## src/rtl/entry_wise_mean.sv

```systemverilog
// entry_wise_mean: five-lane iterative divide-by-5 producing saturated
// 12-bit floor(e_i / 5). Free-running 18-cycle frame:
// LOAD (capture) -> DIV (16 restoring shift-subtract steps) -> DONE (publish).
module entry_wise_mean (
  input  logic        clk,
  input  logic        rst,
  input  logic [15:0] e1,
  input  logic [15:0] e2,
  input  logic [15:0] e3,
  input  logic [15:0] e4,
  input  logic [15:0] e5,
  output logic [11:0] mean_e1,
  output logic [11:0] mean_e2,
  output logic [11:0] mean_e3,
  output logic [11:0] mean_e4,
  output logic [11:0] mean_e5,
  output logic        ready
);

  typedef enum logic [1:0] {LOAD, DIV, DONE} state_t;

  state_t      state;
  state_t      state_nxt;
  logic [3:0]  cnt;
  logic [15:0] e_in [5];
  logic [15:0] dvd  [5];
  logic [3:0]  rem  [5];
  logic [15:0] quo  [5];
  logic [11:0] mean [5];

  assign e_in[0] = e1;
  assign e_in[1] = e2;
  assign e_in[2] = e3;
  assign e_in[3] = e4;
  assign e_in[4] = e5;

  assign mean_e1 = mean[0];
  assign mean_e2 = mean[1];
  assign mean_e3 = mean[2];
  assign mean_e4 = mean[3];
  assign mean_e5 = mean[4];

  // One restoring step: shift in the next dividend bit, subtract 5 if it fits.
  // Returns {quotient_bit, new_remainder}. r[3] is never set because the
  // remainder stays below 5; folding it into the compare keeps the step total.
  function automatic logic [4:0] div_step(input logic [3:0] r, input logic b);
    logic [3:0] t;
    t = {r[2:0], b};
    if (r[3] || (t >= 4'd5))
      return {1'b1, t - 4'd5};
    else
      return {1'b0, t};
  endfunction

  // Clamp the 16-bit quotient into the 12-bit pixel range.
  function automatic logic [11:0] sat12(input logic [15:0] q);
    return (q >= 16'd4096) ? 12'hFFF : q[11:0];
  endfunction

  // State register.
  always_ff @(posedge clk or posedge rst) begin
    if (rst) state <= LOAD;
    else     state <= state_nxt;
  end

  // Next-state logic: LOAD -> DIV (16 cycles) -> DONE -> LOAD.
  always_comb begin
    state_nxt = state;
    case (state)
      LOAD:    state_nxt = DIV;
      DIV:     if (cnt == 4'd0) state_nxt = DONE;
      DONE:    state_nxt = LOAD;
      default: state_nxt = LOAD;
    endcase
  end

  // Datapath: capture, iterate MSB-first (quotient shifts in from the LSB), publish.
  always_ff @(posedge clk or posedge rst) begin
    if (rst) begin
      cnt   <= 4'd0;
      ready <= 1'b0;
      for (int i = 0; i < 5; i++) begin
        dvd[i]  <= '0;
        rem[i]  <= '0;
        quo[i]  <= '0;
        mean[i] <= '0;
      end
    end else begin
      ready <= (state == DONE);
      case (state)
        LOAD: begin
          cnt <= 4'd15;
          for (int i = 0; i < 5; i++) begin
            dvd[i] <= e_in[i];
            rem[i] <= '0;
            quo[i] <= '0;
          end
        end
        DIV: begin
          if (cnt != 4'd0) cnt <= cnt - 4'd1;
          for (int i = 0; i < 5; i++)
            {quo[i], rem[i]} <= {quo[i][14:0], div_step(rem[i], dvd[i][cnt])};
        end
        DONE: begin
          for (int i = 0; i < 5; i++)
            mean[i] <= sat12(quo[i]);
        end
        default: ;
      endcase
    end
  end

endmodule

```

## config.mk

```make
export PLATFORM = sky130hd
export DESIGN_NAME = entry_wise_mean
export DESIGN_NICKNAME = d
export VERILOG_FILES = /design/src/rtl/entry_wise_mean.sv
export SDC_FILE = /design/constraint.sdc
export NUM_CORES = 1
export LEC_CHECK = 0
export CORE_MARGIN = 5
export CORE_UTILIZATION = 57
export CTS_CLUSTER_DIAMETER = 80
export DETAILED_ROUTE_END_ITERATION = 12
export PLACE_DENSITY = 0.82
export SETUP_SLACK_MARGIN = 0.3
export SLEW_MARGIN = 5
export SYNTH_ARGS = -nofsm -noshare
export SYNTH_HDL_FRONTEND = slang
export SYNTH_SLANG_ARGS = --single-unit
```

## constraint.sdc

```tcl
create_clock -name clk -period 23.1 [get_ports clk]
set_input_delay 4.62 -clock clk [delete_from_list [all_inputs] [get_ports clk]]
set_output_delay 4.62 -clock clk [all_outputs]
set_load 0.01 [all_outputs]
```

==> reports/metrics.cfg, run 1 <==
[grt]
track_usage=0.193
gr-total-overflow=0
grt_pass1_wl_um=34900
grt_pass1_vias=6981
antenna_found_initial=0
grt_max_degree=146

[routing]
num_vias=6804
routed_wl_um=20500
wire_per_inst_um=16.8
firstDrtPassIters=4
ant_nets=0
drt_iter0_markers=348
remaining_drc_errors=0
viasPerCell=5.59

[sta]
setup_violations=0
setup_tns_ps=0
final_hold_viol_count=0
timing.fmax_ghz=0.149
worstMarginPinSlew_ps=1190
finalMaxSlewViolations=0
rsz0062_at_grt=false
slew_headroom=0.206
fin_skew_ps=5.31
fin_crit_ps=6710
fin_crit_sh=0.291

[pwr]
peakVddDrop_mv=0.0631
cellLeakagePower_nw=5.15
power.density_nw_per_um2=91.1

[worst_setup_path]
criticalPathCategory=input pin to asynchronous set/reset pin
critPathLaunch=rst
cp_max_fo=127
crit_path_start_kind=input pin
end_kind=asynchronous set/reset pin
r2r_start=cnt[3]$_DFFE_PP0P_
crit_arrival_ps=7270
timing.critical_path.to=mean_e2[10]$_DFFE_PP0P_
r2r_end=rem[5]$_DFFE_PP0P_
r2r_slack_ps=19510
required_ps=23660
r2r_cells=8

[place]
place.port_buffers=142
dpl.hpwl_um=12800
gp_congestion=0.749

[yosys]
syn_area_um2=10400
synth_edf_count=0
async_flop_share=1.00
ys_ff_latch=247
synth.avg_cell_area_um2=12.2
synth_compound_area_frac=0.123
syn-instance-count=856
yosysMostFrequentCell=dfrtp_1
yosysWarnings=0
synthTopCellsByArea=dfrtp_1 (59%), mux2_2 (9.2%), nand2_1 (6.2%), o22a_1 (5.0%), o21ai_0 (4.6%)
synth.mux.area_fraction=0.152
synth.top_cells.by_count=dfrtp_1 (247), nand2_1 (172), o21ai_0 (96)
seq_area_frac_synth=0.593
ys.flop_type=dfrtp_1
synth_top_area_frac=0.593
synth-xor-area-share=0.00420
yosysTopAreaCell=dfrtp_1
synth_top_family_by_area=multiplexers
synth_fa_ha_area_frac=0.0132
syn_nets=949
synth_cell_type_count=40
yosys.area_share.simple=0.0842

[floorplanning]
die_area_um2=21100
initial_core_util=0.580
core.rowCount=49
ios=143
fp.dieW_um=145
core-area_um2=18000
die_height_um=145

[cells_and_area]
final_util=0.710
nNetsFinal=1064
drive_gt1_frac=0.161
area_growth_pct=22.4
antenna_cells=0

[min_path]
min_path_type=flip-flop to flip-flop

[clocking]
clk_pin_slew_worst_paths_ps=60
cts-buffers-inserted=25
clkSinkCount=247
cts.path.max_buffers=3
cts_root_buf=clkbuf_16
cts_hold_buffers=0
clock_latency_ps=510
cts_resized=0
htree_levels=1
cts_setup_buffers=0
cts_tree=done

[run]
max-cap-violations=0

[run_status]
status=finished, final reports clean

==> flip-flops by register name, summed over array words and instances (netlist names), 2 cells and up <==
register and count:
dvd 80, quo 80, rem 20, mean_e1 12
mean_e2 12, mean_e3 12, mean_e4 12, mean_e5 12
cnt 4, state 2
==> cell usage in the layout, fill, tap and decap left out, types with 2 or more instances in the layout <==
| cell type | synthesis | layout |
|---|---|---|
| dfrtp_1 | 247 | 245 |
| nand2_1 | 172 | 172 |
| clkdlybuf4s50_1 | 0 | 142 |
| o21ai_0 | 96 | 96 |
| mux2_2 | 85 | 85 |
| o22a_1 | 60 | 60 |
| clkbuf_16 | 0 | 25 |
| mux4_2 | 21 | 21 |
| nand2b_1 | 15 | 15 |
| inv_1 | 12 | 11 |
| ha_1 | 11 | 11 |
| clkbuf_1 | 52 | 10 |
| a21oi_1 | 7 | 7 |
| nand3_1 | 6 | 6 |
| buf_4 | 0 | 6 |
| nor4_1 | 5 | 5 |
| a211oi_1 | 5 | 5 |
| xor2_1 | 5 | 5 |
| o31ai_1 | 5 | 5 |
| a22o_1 | 5 | 5 |
| a32oi_1 | 5 | 5 |
| nor2_2 | 5 | 5 |
| mux2i_1 | 5 | 5 |
| o22ai_1 | 4 | 4 |
| mux4_1 | 4 | 4 |
| bufinv_16 | 0 | 3 |
| clkbuf_8 | 0 | 3 |
| nor2_4 | 0 | 2 |
| clkinv_2 | 0 | 2 |
| dfrtp_4 | 0 | 2 |
==> routing by layer <==
metal	wire length, µm	up-vias	global-route usage
li1	-	3269	-
met1	8990	3349	0.267
met2	9870	158	0.319
met3	1260	28	0.0405
met4	360	0	0.0438
met5	0	-	0
==> power breakdown <==
| part | internal [mW] | switching, mW |
|---|---|---|
| combinational | 0.115 | 0.0825 |
| clock | 0.243 | 0.159 |
| sequential | 0.505 | 0.0571 |
| total | 0.863 | 0.299 |
==> area by class of cell <==
cell class,count,area (µm²)
multi-input combinational,535,3940
inverter,14,60.1
fill,1212,5210
clock inverter,6,108
timing repair buffer,148,1470
sequential,247,6190
clock buffer,38,704
tap,229,287
==> cell families after synthesis <==
| logic type | Yosys count |
|---|---|
| DFF | 247 |
| AOI/OAI and AO/OA | 193 |
| xor gates and xnor gates | 5 |
| and+or+nand+nor | 211 |
| adders and majority gates | 11 |
| buffers and inverters | 74 |
| muxes | 115 |
==> worst min path at each step <==
stage               cells after the start                 from  slack (ps)             endpoint
floorplan                               2  quo[15]$_DFFE_PP0P_         450  quo[15]$_DFFE_PP0P_
global placement                        2  quo[31]$_DFFE_PP0P_         470  quo[31]$_DFFE_PP0P_
detailed placement                      2  quo[79]$_DFFE_PP0P_         480  quo[79]$_DFFE_PP0P_
CTS                                     2  quo[79]$_DFFE_PP0P_         490  quo[79]$_DFFE_PP0P_
global route                            1  dvd[74]$_DFFE_PP0P_         520  dvd[74]$_DFFE_PP0P_
finish                                  2  quo[79]$_DFFE_PP0P_         490  quo[79]$_DFFE_PP0P_
==> through the flow <==
step                      instances  total power, mW  worst slack (ps)  hold slack (ps)  area (µm²)
after floorplan                 856            0.685             11690              454       10400
after global placement         1173            0.756             15720              469       11900
after detailed placement       1173            0.768             15690              478       11900
after CTS                      1217             1.17             16210              492       12700
after global routing           1217             1.22             15890              520       12700
final                          1217             1.16             16390              488       12700
==> critical path, cell delays in order <==
cell	delay, ps
clkdlybuf4s50_1	490
inv_8	610
buf_4	740
buf_4	720
Note: power is estimated with default switching activity, not from simulation.
==> inputs of run 2 (changes only) <==
CORE_UTILIZATION = 55   (was 57)
PLACE_DENSITY = 0.79   (was 0.82)
clock period = 6.2 ns   (was 23.1 ns; I/O delays follow)
==> reports/metrics.cfg, run 2 (synthesis results as in run 1) <==
[cells_and_area]
multiInputGateArea_um2=3940  ; unchanged
drive_gt1_frac=0.170  ; was 0.161
nFillCells=1306  ; was 1212
final_cell_area_um2=12900  ; was 12700 µm²
final_common_cell=dfrtp_1  ; unchanged
register_area_um2=6190  ; unchanged
area_growth_pct=23.6  ; was 22.4%
antenna_cells=0  ; unchanged
nNetsFinal=1066  ; was 1064
reg_top3=dvd: 80 flops, quo: 80 flops, rem: 20 flops  ; unchanged
final_cell_mix=dfrtp_1 (245), nand2_1 (172), clkdlybuf4s50_1 (142)  ; unchanged
final_util=0.688  ; was 0.710

[routing]
remaining_drc_errors=0  ; unchanged
routed_wl_um=20100  ; was 20500 µm
firstDrtPassIters=5  ; was 4
ant_nets=0  ; unchanged
viasPerCell=5.61  ; was 5.59
wire_per_inst_um=16.4  ; was 16.8 µm
num_vias=6880  ; was 6804
drt_iter0_markers=404  ; was 348

[sta]
finalMaxSlewViolations=0  ; unchanged
setup_violations=0  ; unchanged
fin_crit_ps=3390
final_hold_viol_count=0  ; unchanged
hold_ws_ps=493  ; was 488 ps
timing.fmax_ghz=0.295
fin_crit_sh=0.547
setup_tns_ps=0  ; unchanged
worstMarginPinSlew_ps=1050  ; was 1190 ps
fin_skew_ps=6.78  ; was 5.31 ps
rsz0062_at_grt=false  ; unchanged
slew_headroom=0.302  ; was 0.206

[worst_setup_path]
crit_arrival_ps=3820  ; was 7270 ps
r2r_start=cnt[3]$_DFFE_PP0P_  ; unchanged
required_ps=6630  ; was 23660 ps
criticalPathCategory=flip-flop to flip-flop  ; was input pin to asynchronous set/reset pin
r2r_cells=7  ; was 8
crit_path_start_kind=flip-flop  ; was input pin
r2r_slack_ps=2810  ; was 19510 ps
cp_max_fo=24  ; was 127
r2r_end=rem[5]$_DFFE_PP0P_  ; unchanged
end_kind=flip-flop  ; was asynchronous set/reset pin

[pwr]
p_clk_frac=0.361  ; was 0.346
p_sw_frac=0.253  ; was 0.257
power_switching_mw=1.12  ; was 0.299 mW
power.internal_mw=3.31  ; was 0.863 mW
peakVddDrop_mv=0.253  ; was 0.0631 mV
p_total_mw=4.43  ; was 1.16 mW
combPwrFrac=0.166  ; was 0.170
p_seq_frac=0.473  ; was 0.484
cellLeakagePower_nw=5.22  ; was 5.15 nW
power.density_nw_per_um2=344  ; was 91.1 nW/µm²

[floorplanning]
die_area_um2=21800  ; was 21100 µm²
core.rowCount=50  ; was 49
fp.dieW_um=148  ; was 145 µm
ios=143  ; unchanged
die_height_um=148  ; was 145 µm
initial_core_util=0.557  ; was 0.580
core-area_um2=18700  ; was 18000 µm²

[clocking]
cts.path.max_buffers=3  ; unchanged
clkSinkCount=247  ; unchanged
cts_hold_buffers=0  ; unchanged
htree_levels=1  ; unchanged
clk_pin_slew_worst_paths_ps=60  ; about the same
cts_resized=0  ; unchanged
cts-buffers-inserted=26  ; was 25
cts_tree=done  ; unchanged
cts_setup_buffers=0  ; unchanged
clock_latency_ps=520  ; was 510 ps
cts_root_buf=clkbuf_16  ; unchanged

[run_status]
status=finished, final reports clean  ; unchanged

[min_path]
min_path_type=flip-flop to flip-flop  ; unchanged
min_to=quo[63]$_DFFE_PP0P_  ; was quo[79]$_DFFE_PP0P_
hp-start=quo[63]$_DFFE_PP0P_  ; was quo[79]$_DFFE_PP0P_
hold-path-cell-count=2  ; unchanged

[place]
dpl.hpwl_um=13000  ; was 12800 µm
gp_congestion=0.765  ; was 0.749
place.port_buffers=142  ; unchanged
place_area_um2=12000  ; was 11900 µm²

[grt]
track_usage=0.186  ; was 0.193
grt_pass1_wl_um=34100  ; was 34900 µm
antenna_found_initial=0  ; unchanged
gr-total-overflow=0  ; unchanged
grt_pass1_vias=6759  ; was 6981
grt_max_degree=99  ; was 146

[run]
max-cap-violations=0  ; unchanged

[run 2: worst max-delay path by stage]
stage	startpoint	to	slack, ps	cells after the start
after floorplan	rst	cnt[0]$_DFFE_PP0P_	1710	1
after global placement	rst	mean_e2[11]$_DFFE_PP0P_	2920	3
after detailed placement	cnt[3]$_DFFE_PP0P_	rem[5]$_DFFE_PP0P_	2820	7
after CTS	cnt[3]$_DFFE_PP0P_	rem[5]$_DFFE_PP0P_	2780	7
after global routing	cnt[3]$_DFFE_PP0P_	rem[5]$_DFFE_PP0P_	2640	8
final	cnt[3]$_DFFE_PP0P_	rem[5]$_DFFE_PP0P_	2810	7
[run 2: power by group through the flow]
| stage | logic [mW] | registers [mW] | clock network, mW |
|---|---|---|---|
| 2_1_floorplan | 0.458 | 2.09 | 0 |
| 3_3_place_gp | 0.713 | 2.12 | 0 |
| 3_5_place_dp | 0.743 | 2.13 | 0 |
| 4_1_cts | 0.747 | 2.10 | 1.63 |
| 5_1_grt | 0.831 | 2.14 | 1.70 |
| 6_report | 0.735 | 2.10 | 1.60 |
[run 2: cell type report]
cell class	count	share of cell area
clock buffers	38	0.0611
clock inverters	9	0.00982
inverters	14	0.00437
multi-input cells	535	0.306
flip-flops and latches	247	0.481
well taps	234	0.0227
repair buffers	149	0.115
[run 2: per-layer routing]
metal / GRT usage / wire length (µm)
met4: 0.0410 / 401
met5: 0 / 0
met1: 0.267 / 9090
met3: 0.0405 / 1140
met2: 0.297 / 9450
[run 2: worst max-delay path: stages (launching register included)]
cell	delay, ps
dfrtp_1	950
mux4_2	420
mux4_2	550
ha_1	210
nand2b_1	130
a211oi_1	500
mux2_2	390
o21ai_0	140
[run 2: stage by stage]
step | setup slack, ps | cells
after detailed placement | 2820 | 1179
after global routing | 2640 | 1226
after floorplan | 1710 | 856
final | 2810 | 1226
after CTS | 2780 | 1226
after global placement | 2920 | 1179
==> inputs of run 3 (changes only) <==
CORE_UTILIZATION = 50   (was 55)
PLACE_DENSITY = 0.76   (was 0.79)
clock period = 2.95 ns   (was 6.2 ns; I/O delays follow)
==> reports/metrics.cfg, run 3 (synthesis results as in run 1) <==
[routing]
drt_iter0_markers=304  ; was 404
viasPerCell=5.42  ; was 5.61
routed_wl_um=21300  ; was 20100 µm
num_vias=7011  ; was 6880
firstDrtPassIters=4  ; was 5
wire_per_inst_um=16.5  ; was 16.4 µm
remaining_drc_errors=0  ; unchanged
ant_nets=0  ; unchanged

[pwr]
peakVddDrop_mv=0.438  ; was 0.253 mV
p_sw_frac=0.262  ; was 0.253
p_clk_frac=0.345  ; was 0.361
combPwrFrac=0.195  ; was 0.166
cellLeakagePower_nw=5.43  ; was 5.22 nW
power.internal_mw=7.18  ; was 3.31 mW
power_switching_mw=2.55  ; was 1.12 mW
power.density_nw_per_um2=724  ; was 344 nW/µm²
p_total_mw=9.72  ; was 4.43 mW
p_seq_frac=0.460  ; was 0.473

[run]
max-cap-violations=0  ; unchanged

[sta]
timing.fmax_ghz=0.360  ; was 0.295 GHz
final_hold_viol_count=0  ; unchanged
slew_headroom=0.426  ; was 0.302
fin_crit_sh=0.941  ; was 0.547
rsz0062_at_grt=true  ; was false
finalMaxSlewViolations=0  ; unchanged
hold_ws_ps=488  ; was 493 ps
setup_tns_ps=0  ; unchanged
setup_violations=0  ; unchanged
fin_skew_ps=19.4  ; was 6.78 ps
worstMarginPinSlew_ps=860  ; was 1050 ps
fin_crit_ps=2780  ; was 3390 ps

[worst_setup_path]
criticalPathCategory=flip-flop to flip-flop  ; unchanged
crit_path_start_kind=flip-flop  ; unchanged
end_kind=flip-flop  ; unchanged
r2r_start=cnt[2]$_DFFE_PP0P_  ; was cnt[3]$_DFFE_PP0P_
required_ps=3390  ; was 6630 ps
r2r_end=rem[17]$_DFFE_PP0P_  ; was rem[5]$_DFFE_PP0P_
path_common_cell=mux4_2  ; unchanged
crit_path_cell_trace=buf_4 > buf_6 > mux4_2 > mux4_2 > ha_2 > nand2b_4 > a211oi_4 > mux2_4 > o21ai_1  ; was mux4_2 > mux4_2 > ha_1 > nand2b_1 > a211oi_1 > mux2_2 > o21ai_0
cp_num_buf_inv=2  ; was 0
crit_slowest_cell=mux4_2  ; was dfrtp_1
cp_top_family=multiplexers  ; unchanged
r2r_slack_ps=170  ; was 2810 ps
r2r_cells=9  ; was 7
crit_arrival_ps=3210  ; was 3820 ps
cp_max_fo=4  ; was 24
slowest_delay_ps=530  ; was 950 ps

[min_path]
min_path_type=flip-flop to flip-flop  ; unchanged
hp-start=quo[79]$_DFFE_PP0P_  ; was quo[63]$_DFFE_PP0P_
hold-path-cell-count=2  ; unchanged
min_to=quo[79]$_DFFE_PP0P_  ; was quo[63]$_DFFE_PP0P_

[clocking]
cts-buffers-inserted=25  ; was 26
cts_hold_buffers=0  ; unchanged
clkSinkCount=247  ; unchanged
cts_tree=done  ; unchanged
clock_latency_ps=520  ; about the same
cts_root_buf=clkbuf_16  ; unchanged
cts.path.max_buffers=3  ; unchanged
clk_pin_slew_worst_paths_ps=60  ; about the same
htree_levels=1  ; unchanged

[grt]
grt_max_degree=106  ; was 99
track_usage=0.182  ; was 0.186
gr-total-overflow=0  ; unchanged
antenna_found_initial=0  ; unchanged
grt_pass1_vias=7243  ; was 6759
grt_pass1_wl_um=36500  ; was 34100 µm

[cells_and_area]
final_cell_mix=dfrtp_1 (244), nand2_1 (172), clkdlybuf4s50_1 (142)  ; was dfrtp_1 (245), nand2_1 (172), clkdlybuf4s50_1 (142)
drive_gt1_frac=0.221  ; was 0.170
nNetsFinal=1097  ; was 1066
reg_top3=dvd: 80 flops, quo: 80 flops, rem: 20 flops  ; unchanged
final_common_cell=dfrtp_1  ; unchanged
area_growth_pct=29.0  ; was 23.6%
final_cell_area_um2=13400  ; was 12900 µm²
antenna_cells=0  ; unchanged

[floorplanning]
core.rowCount=52  ; was 50
fp.dieW_um=154  ; was 148 µm
initial_core_util=0.511  ; was 0.557
ios=143  ; unchanged
core-area_um2=20400  ; was 18700 µm²
die_height_um=154  ; was 148 µm
die_area_um2=23800  ; was 21800 µm²

[place]
place.port_buffers=142  ; unchanged
place_area_um2=12400  ; was 12000 µm²
gp_congestion=0.776  ; was 0.765
dpl.hpwl_um=14100  ; was 13000 µm

[run_status]
status=finished, final reports clean  ; unchanged

## run 3: tightest hold or removal path, stage by stage (launching register included)
cell,delay [ps]
dfrtp_1,350
nand2_1,50
o21ai_0,60
## run 3: how the worst max path moves through the flow
stage / start / endpoint / slack (ps) / cells past startpoint
after CTS: cnt[2]$_DFFE_PP0P_ / rem[1]$_DFFE_PP0P_ / 150 / 8
after global placement: cnt[2]$_DFFE_PP0P_ / rem[13]$_DFFE_PP0P_ / 150 / 8
final: cnt[2]$_DFFE_PP0P_ / rem[17]$_DFFE_PP0P_ / 170 / 9
after detailed placement: cnt[2]$_DFFE_PP0P_ / rem[17]$_DFFE_PP0P_ / 100 / 8
after global routing: cnt[2]$_DFFE_PP0P_ / rem[0]$_DFFE_PP0P_ / 60 / 9
after floorplan: rst / cnt[0]$_DFFE_PP0P_ / -890 / 1
## run 3: timing repair
action                                 CTS  global route
setup endpoints to repair               13            19
endpoints found under the hold margin    0             0
gates resized for setup                  6             3
buffers inserted                        13             6
cloned                                   1             0
pin swaps                                6             4
## run 3: area by class of cell
type | instances | area (µm²)
fillers | 1562 | 6930
flip-flops and latches | 247 | 6190
multi-input cells | 535 | 4130
repair buffers | 181 | 1840
clock buffers | 31 | 678
well taps | 270 | 338
clock inverters | 15 | 210
inverters | 14 | 56.3
## run 3: metrics by stage
stage	setup slack, ps	instances	utilization
floorplan	-886	856	-
global placement	148	1227	0.608
detailed placement	103	1227	0.608
CTS	147	1287	0.657
global route	59.0	1293	0.660
finish	173	1293	0.660
## run 3: power by group through the flow
stage	combinational, mW	clock, mW	sequential [mW]
global placement	1.72	0	4.50
finish	1.89	3.36	4.47
global route	2.09	3.59	4.56
CTS	1.87	3.45	4.47
detailed placement	1.79	0	4.53
floorplan	1.16	0	4.45
## run 3: layer usage
layer  GRT usage  share of wire
met5           0              0
met1       0.253           0.45
met3      0.0377          0.062
met2       0.296           0.47
met4      0.0429          0.017
